`src/rtl/mult_arb_pkg.sv`:
```
// Shared sizing for the multiplier arbiter: default widths and the helpers that size
// the requester ID and the round-robin pointer.
package mult_arb_pkg;

  localparam int DEF_BITWIDTH = 32;
  localparam int DEF_NUM_REQ  = 4;

  function automatic int id_width(input int n);
    return (n > 1) ? $clog2(n) : 1;
  endfunction

  // The pointer addresses the same index space as a grant ID.
  function automatic int ptr_width(input int n);
    return id_width(n);
  endfunction

  localparam int DEF_ID_W  = id_width(DEF_NUM_REQ);
  localparam int DEF_PTR_W = ptr_width(DEF_NUM_REQ);

endpackage

```
`src/rtl/mult_arbiter_mult.sv`:
```
// Shared unsigned multiplier datapath: full-width product of two BITWIDTH operands.
module mult_arbiter_mult
  import mult_arb_pkg::*;
#(
  parameter int BITWIDTH = DEF_BITWIDTH
) (
  input  logic [BITWIDTH-1:0]   i_a,
  input  logic [BITWIDTH-1:0]   i_b,
  output logic [2*BITWIDTH-1:0] o_y
);

  localparam int PW = 2 * BITWIDTH;

  // Widen before multiplying so the product is computed at full width.
  assign o_y = PW'(i_a) * PW'(i_b);

endmodule

```
`src/rtl/mult_arbiter.sv`:
```
// Round-robin arbiter sharing one multiplier among NUM_REQ requesters.
// Define MULT_ARB_OUT_REG_EN to add a registered output stage (latency 2 instead of 1).
module mult_arbiter
  import mult_arb_pkg::*;
#(
  parameter int BITWIDTH = DEF_BITWIDTH,
  parameter int NUM_REQ  = DEF_NUM_REQ
) (
  input  logic                        sys_clk,
  input  logic                        sys_rst_n,
  input  logic [NUM_REQ-1:0]          req_valid,
  output logic [NUM_REQ-1:0]          req_ready,
  input  logic [NUM_REQ*BITWIDTH-1:0] req_a,
  input  logic [NUM_REQ*BITWIDTH-1:0] req_b,
  output logic [NUM_REQ-1:0]          resp_valid,
  output logic [id_width(NUM_REQ)-1:0] resp_id,
  output logic [2*BITWIDTH-1:0]       resp_y
);

  localparam int ID_W  = id_width(NUM_REQ);
  localparam int PTR_W = ptr_width(NUM_REQ);

  logic [PTR_W-1:0]      r_rr_ptr;
  logic [NUM_REQ-1:0]    w_ready;
  logic [ID_W-1:0]       w_gnt_idx;
  logic                  w_found;
  logic                  w_accept;
  logic [BITWIDTH-1:0]   w_a;
  logic [BITWIDTH-1:0]   w_b;
  logic                  r_vld_p0;
  logic [ID_W-1:0]       r_id_p0;
  logic [BITWIDTH-1:0]   r_a_p0;
  logic [BITWIDTH-1:0]   r_b_p0;
  logic [2*BITWIDTH-1:0] w_y;
  logic                  w_vld_out;
  logic [ID_W-1:0]       w_id_out;

  // First pass searches at/above the pointer; second pass wraps to the lowest index.
  always_comb begin
    w_ready   = '0;
    w_gnt_idx = '0;
    w_found   = 1'b0;
    for (int i = 0; i < NUM_REQ; i++) begin
      if (!w_found && req_valid[i] && (ID_W'(i) >= r_rr_ptr)) begin
        w_found   = 1'b1;
        w_gnt_idx = ID_W'(i);
        w_ready   = '0;
        w_ready[i] = 1'b1;
      end
    end
    for (int i = 0; i < NUM_REQ; i++) begin
      if (!w_found && req_valid[i]) begin
        w_found   = 1'b1;
        w_gnt_idx = ID_W'(i);
        w_ready   = '0;
        w_ready[i] = 1'b1;
      end
    end
  end

  assign req_ready = w_ready & {NUM_REQ{sys_rst_n}};
  assign w_accept  = |(req_valid & req_ready);

  always_comb begin
    w_a = '0;
    w_b = '0;
    for (int i = 0; i < NUM_REQ; i++) begin
      if (w_gnt_idx == ID_W'(i)) begin
        w_a = req_a[i*BITWIDTH +: BITWIDTH];
        w_b = req_b[i*BITWIDTH +: BITWIDTH];
      end
    end
  end

  // Stage p0: captured operand pair and owner, valid follows the acceptance.
  always_ff @(posedge sys_clk or negedge sys_rst_n) begin
    if (!sys_rst_n) begin
      r_rr_ptr <= '0;
      r_vld_p0 <= 1'b0;
    end else begin
      r_vld_p0 <= w_accept;
      if (w_accept) begin
        r_rr_ptr <= (w_gnt_idx == ID_W'(NUM_REQ - 1)) ? '0 : PTR_W'(w_gnt_idx + 1'b1);
      end
    end
  end

  always_ff @(posedge sys_clk) begin
    if (w_accept) begin
      r_a_p0  <= w_a;
      r_b_p0  <= w_b;
      r_id_p0 <= w_gnt_idx;
    end
  end

  mult_arbiter_mult #(
    .BITWIDTH (BITWIDTH)
  ) u_mult (
    .i_a (r_a_p0),
    .i_b (r_b_p0),
    .o_y (w_y)
  );

`ifdef MULT_ARB_OUT_REG_EN
  logic                  r_vld_p1;
  logic [ID_W-1:0]       r_id_p1;
  logic [2*BITWIDTH-1:0] r_y_p1;

  // Stage p1: registered product and owner.
  always_ff @(posedge sys_clk or negedge sys_rst_n) begin
    if (!sys_rst_n) begin
      r_vld_p1 <= 1'b0;
    end else begin
      r_vld_p1 <= r_vld_p0;
    end
  end

  always_ff @(posedge sys_clk) begin
    if (r_vld_p0) begin
      r_id_p1 <= r_id_p0;
      r_y_p1  <= w_y;
    end
  end

  assign w_vld_out = r_vld_p1;
  assign w_id_out  = r_id_p1;
  assign resp_y    = r_y_p1;
`else
  assign w_vld_out = r_vld_p0;
  assign w_id_out  = r_id_p0;
  assign resp_y    = w_y;
`endif

  assign resp_id = w_id_out;

  always_comb begin
    resp_valid = '0;
    for (int i = 0; i < NUM_REQ; i++) begin
      resp_valid[i] = w_vld_out && (w_id_out == ID_W'(i));
    end
  end

endmodule

```
`config.mk`:
```
export PLATFORM = sky130hd
export DESIGN_NAME = mult_arbiter
export DESIGN_NICKNAME = d
export VERILOG_FILES = /design/src/rtl/mult_arb_pkg.sv /design/src/rtl/mult_arbiter_mult.sv /design/src/rtl/mult_arbiter.sv
export SDC_FILE = /design/constraint.sdc
export NUM_CORES = 2
export LEC_CHECK = 0
export BUFFER_PORTS_ARGS = -buffer_cell sky130_fd_sc_hd__buf_2
export CORE_ASPECT_RATIO = 0.6
export CORE_MARGIN = 1.5
export CORE_UTILIZATION = 45
export CTS_CLUSTER_DIAMETER = 40
export DETAILED_ROUTE_END_ITERATION = 16
export SYNTH_ARGS = -nofsm -noshare
export SYNTH_HDL_FRONTEND = slang
export SYNTH_SLANG_ARGS = --single-unit
export TNS_END_PERCENT = 100
```
`constraint.sdc`:
```
create_clock -name sys_clk -period 11.3 [get_ports sys_clk]
set_input_delay 2.26 -clock sys_clk [delete_from_list [all_inputs] [get_ports sys_clk]]
set_output_delay 2.26 -clock sys_clk [all_outputs]
set_load 0.01 [all_outputs]
```
# == After elaboration in Yosys (flattened, before gate mapping) ==
# Cells that the tools add are included.
# word_totals
regBits,69
latchBits,0
mem_bits_rw,0
rom_bits,0
output_inout_bits,74
elab_cells,75
mem_count,0
# op_classes
add_sub_neg,1
multipliers,1
n_div,0
magnitude_cmp,4
n_eq_ne,6
n_shift,0
muxes,31
bitwise_logic,2
n_reduce_logical,25
# ops
op,count
32-bit two-way mux,8
32-bit by 32-bit multiplier with 64-bit output,1
4-bit two-way mux,6
2-bit two-way mux,8
1-bit logical AND,15
1-bit two-way mux,9
4-bit AND,2
2-bit == test (second input constant),4
1-bit logical NOT,7
2-bit by 1-bit == test with 1-bit output (second input constant),2
1-bit by 2-bit greater-or-equal comparator with 1-bit output (first input constant),2
2-bit greater-or-equal comparator (first input constant),2
2-bit logical NOT,2
4-bit OR reduction,1
2-bit by 1-bit adder with 2-bit output (second input constant),1

# == Depth between registers and ports, before layout ==
# depth
ltp_word,32
mapped_depth,28
ltp_nobuf,26

# == Modules after synthesis ==
# A second synthesis with hierarchy kept.
# hier_totals
hier_cells,4157
area_unflattened_um2,38757.2
# modules_own_cells
mod,instances,cells_per_inst,area_each_um2,seq_area_each_um2
mult_arbiter_mult,1,3737,33644.8,0.0
mult_arbiter,1,420,5112.4,2057.0

# == Worst setup path after synthesis ==
# Ideal clock, no wire load.
# synth_timing
path_kind,register to output
start,reg r_b_p0[8]
end,out resp_y[57]
arrival_time_ns,7.200
path_slack_ns,1.840
stages_incl_launch_ff,25
path_buffers,2
path_cell_list,edfxtp_1 -> clkbuf_1 -> and2_1 -> fa_1 -> fa_1 -> inv_1 -> fa_1 -> fa_1 -> inv_1 -> fa_1 -> fa_1 -> fa_1 -> inv_1 -> fa_1 -> inv_1 -> ha_1 -> clkbuf_1 -> a21oi_1 -> or3b_2 -> nor4b_2 -> o21bai_1 -> a21oi_1 -> nor2_1 -> o41ai_1 -> xnor2_1
# synth_between
elab_chain_len,1
# synth_rtl
item,line,source
from (decl),mult_arbiter.sv:33,logic [BITWIDTH-1:0] r_b_p0;
from (signal assigned),mult_arbiter.sv:91,r_b_p0 <= w_b;
32-bit by 32-bit multiplier with 64-bit output,mult_arbiter_mult.sv:15,assign o_y = PW'(i_a) * PW'(i_b);
to (decl),mult_arbiter.sv:17,output logic [2*BITWIDTH-1:0] resp_y
# Every way passes these cells.

# == Worst setup path after layout ==
# layout_timing
start,reg r_a_p0[27]
end,out resp_y[57]
# layout_between
elab_chain_len,1
# layout_rtl
item,line,source
from (decl),mult_arbiter.sv:32,logic [BITWIDTH-1:0] r_a_p0;
from (signal assigned),mult_arbiter.sv:90,r_a_p0 <= w_a;
32-bit by 32-bit multiplier with 64-bit output,mult_arbiter_mult.sv:15,
# Every way passes these cells.

==> insert_results.sql <==
INSERT INTO impl_metrics (metric_group, metric, value, unit) VALUES
('outcome', 'status', 'finished clean', ''),
('yosys', 'synth_sequential_area_ratio', '5.53', '%'),
('cells_and_area', 'multi_input_comb_area', '31000', 'µm²'),
('worst_setup_path', 'path_common_cell', 'sky130_fd_sc_hd__fa_1', ''),
('sta', 'report.final.slew_viol_count', '0', ''),
('worst_setup_path', 'cp.arrival', '8760', 'ps'),
('floorplanning', 'dieArea', '84400', 'µm²'),
('clock_network', 'cts_buffers', '9', ''),
('cells_and_area', 'num-nets-final', '5827', ''),
('global_route', 'grt_first_pass_wirelength', '192000', 'µm'),
('yosys', 'yosys.area.top_type_share', '48.3', '%'),
('worst_setup_path', 'cp_max_fo', '13', ''),
('yosys', 'synthesis.nets', '5553', ''),
('yosys', 'synth-xor-area-share', '1.44', '%'),
('floorplanning', 'fp-row-count', '81', ''),
('routing', 'drt-pass1-iter-count', '5', ''),
('global_route', 'number_of_global_route_vias_before_repair', '29500', ''),
('cells_and_area', 'final_cell_mix', '896 x sky130_fd_sc_hd__fa_1, 869 x sky130_fd_sc_hd__inv_1, 601 x sky130_fd_sc_hd__and2_1', ''),
('floorplanning', 'fp.coreArea', '81600', 'µm²'),
('routing', 'vias_per_cell', '5.29', ''),
('yosys', 'synth.lib_cells_used.distinct', '56', ''),
('sta', 'fmaxAchievable', '0.0908', 'GHz'),
('yosys', 'largest_family_of_logic_cells_by_synthesized_area', 'adder cells', ''),
('yosys', 'async_reset_ff_share', '4.35', '%'),
('sta', 'worst_slack', '282', 'ps'),
('min_path', 'holdCritStartpoint', 'r_rr_ptr[0]', ''),
('routing', 'num_vias', '29100', ''),
('floorplanning', 'die_width', '374', 'µm'),
('clock_network', 'cts.htree.levels', '3', ''),
('min_path', 'number_of_cells_on_the_worst_hold_path', '2', ''),
('routing', 'remaining_drc_errors', '0', ''),
('global_route', 'maximum_number_of_pins_on_one_net_before_global_route_repair', '87', ''),
('worst_setup_path', 'rr_startpoint', 'r_rr_ptr[1]', ''),
('floorplanning', 'start_util', '45.6', '%'),
('worst_setup_path', 'reg2reg_capture_point', 'r_a_p0[26]', ''),
('worst_setup_path', 'crit_type', 'register to primary output', ''),
('yosys', 'netlist_area', '37200', 'µm²'),
('sta', 'worst_pin_slew', '1020', 'ps'),
('yosys', 'basic_gate_share_of_the_synthesized_area_counting_and_or_nand_and_nor_cells', '17.7', '%'),
('worst_setup_path', 'slowest_delay', '830', 'ps'),
('cells_and_area', 'area_growth', '10.9', '%'),
('cells_and_area', 'regArea', '2060', 'µm²'),
('floorplanning', 'design.portCount', '336', ''),
('routing', 'drt-wirelength-per-cell', '23.4', 'µm'),
('sta', 'finalCriticalPeriod', '11020', 'ps'),
('sta', 'post_route_hold_slack', '619', 'ps'),
('worst_setup_path', 'regToRegSetupSlack', '7450', 'ps'),
('yosys', 'synth_top_cells_by_area', 'sky130_fd_sc_hd__fa_1 48%, sky130_fd_sc_hd__and2_1 10%, sky130_fd_sc_hd__ha_1 9.0%', ''),
('sta', 'timing_hold_violations_final', '0', ''),
('global_route', 'overall_routing_resource_usage', '30.9', '%'),
('clock_network', 'tritoncts_clock_tree', 'built', ''),
('cells_and_area', 'n_fill_cell', '7730', ''),
('worst_setup_path', 'worst_reg2reg_path_length_in_cells', '13', ''),
('placed_design', 'cell_total_after_placement', '5450', ''),
('placed_design', 'dpl_worst_slack', '412', 'ps'),
('placed_design', 'port-buffer-count', '335', ''),
('yosys', 'synth_compound_gate_area_share', '6.70', '%'),
('worst_setup_path', 'cp.buffers_inverters', '6', ''),
('worst_setup_path', 'critical_path.top_delay_family', 'adder cells', ''),
('sta', 'report.final.setup_viol', '0', ''),
('yosys', 'netlist_instances', '4128', ''),
('yosys', 'yosys_most_used_dff', 'sky130_fd_sc_hd__edfxtp_1', ''),
('sta', 'clock_skew', '6.02', 'ps'),
('sta', 'timing.max_slew.rel_slack', '31.7', '%'),
('routing', 'drt_wl_total', '129000', 'µm'),
('floorplanning', 'die_height', '226', 'µm'),
('placed_design', 'place.gp.congestion', '0.974', ''),
('placed_design', 'dp_hpwl', '108000', 'µm'),
('routing', 'detail_route.iter0.violations', '2781', ''),
('yosys', 'postSynthAreaPerCell', '9.00', 'µm²'),
('clock_network', 'clock-root-buffer', 'sky130_fd_sc_hd__clkbuf_16', '');
==> worst reg2reg max path, cell delays in order (launching register included) <==
cell                       delay, ps
sky130_fd_sc_hd__dfrtp_1         480
sky130_fd_sc_hd__inv_1           110
sky130_fd_sc_hd__a21oi_1          60
sky130_fd_sc_hd__o221ai_1        160
sky130_fd_sc_hd__inv_1            80
sky130_fd_sc_hd__nor2_1          260
sky130_fd_sc_hd__inv_1           180
sky130_fd_sc_hd__ha_2            250
sky130_fd_sc_hd__nor2b_4         390
sky130_fd_sc_hd__buf_4           500
sky130_fd_sc_hd__a22oi_1         220
sky130_fd_sc_hd__nor2_1          140
sky130_fd_sc_hd__a21oi_1          50
sky130_fd_sc_hd__o21ai_0         650
==> sequential cells by signal (all words and copies together) (netlist names) <==
| signal | flops |
|---|---|
| r_rr_ptr | 2 |
| r_a_p0 | 32 |
| r_vld_p0 | 1 |
| resp_id | 2 |
| r_b_p0 | 32 |
==> cells by family (layout without fill, tap and decap cells) <==
kind of cell / Yosys count / in the layout
and+or+nand+nor: 1309 / 1309
AOI/OAI and AO/OA: 403 / 403
DFF: 69 / 69
adders and majority gates: 1163 / 1163
xor gates and xnor gates: 61 / 61
buffers and inverters: 1123 / 1402
other: 0 / 3
==> cells in the mapped netlist, types with 15 or more instances <==
master / number
sky130_fd_sc_hd__o21ai_0: 98
sky130_fd_sc_hd__nand2_1: 531
sky130_fd_sc_hd__a21oi_1: 136
sky130_fd_sc_hd__and2_1: 601
sky130_fd_sc_hd__a22oi_1: 64
sky130_fd_sc_hd__ha_1: 267
sky130_fd_sc_hd__clkbuf_1: 244
sky130_fd_sc_hd__edfxtp_1: 66
sky130_fd_sc_hd__nand3_1: 15
sky130_fd_sc_hd__xor2_1: 19
sky130_fd_sc_hd__xnor2_1: 42
sky130_fd_sc_hd__inv_1: 870
sky130_fd_sc_hd__fa_1: 896
sky130_fd_sc_hd__nor2_1: 107
sky130_fd_sc_hd__a21o_1: 40
==> through the flow <==
| step | instance area [µm²] | setup TNS [ps] | util, % |
|---|---|---|---|
| floorplan | 37200 | 0 | - |
| global placement | 40700 | 0 | 49.8 |
| detailed placement | 40700 | 0 | 49.8 |
| CTS | 41000 | 0 | 50.3 |
| global route | 41200 | -9.41 | 50.5 |
| finish | 41200 | 0 | 50.5 |
==> timing repair <==
| action | 4_1_cts | 5_1_grt |
|---|---|---|
| gates resized for setup | 1 | 5 |
| hold buffers | 0 | 0 |
| pin swaps | 0 | 0 |
| buffers inserted | 0 | 20 |
| endpoints found under the setup margin | 1 | 10 |
==> cell type report <==
class	instances	area share, %
Inverter	870	7.92
Antenna cell	3	0.0182
Tap cell	1079	3.27
Multi-Input combinational cell	2936	75.1
Clock buffer	9	0.546
Sequential cell	69	4.99
Clock inverter	7	0.255
Timing Repair Buffer	516	7.91
==> worst max path at each step <==
stage                      end  slack [ps]  cells after the start
global placement    resp_y[57]         450                     28
floorplan           resp_y[57]        1840                     24
detailed placement  resp_y[49]         410                     26
global route        resp_y[58]          -9                     29
finish              resp_y[57]         280                     25
CTS                 resp_y[57]          90                     27
==> per-layer routing <==
| layer | share of wire, % | track usage [%] |
|---|---|---|
| met5 | 0 | 0 |
| met4 | 1.5 | 4.40 |
| met3 | 16 | 14.8 |
| met2 | 36 | 38.1 |
| met1 | 47 | 48.3 |
Power is not shown: default switching activity piles up to over one toggle a cycle in this logic, so the estimate is an artifact.
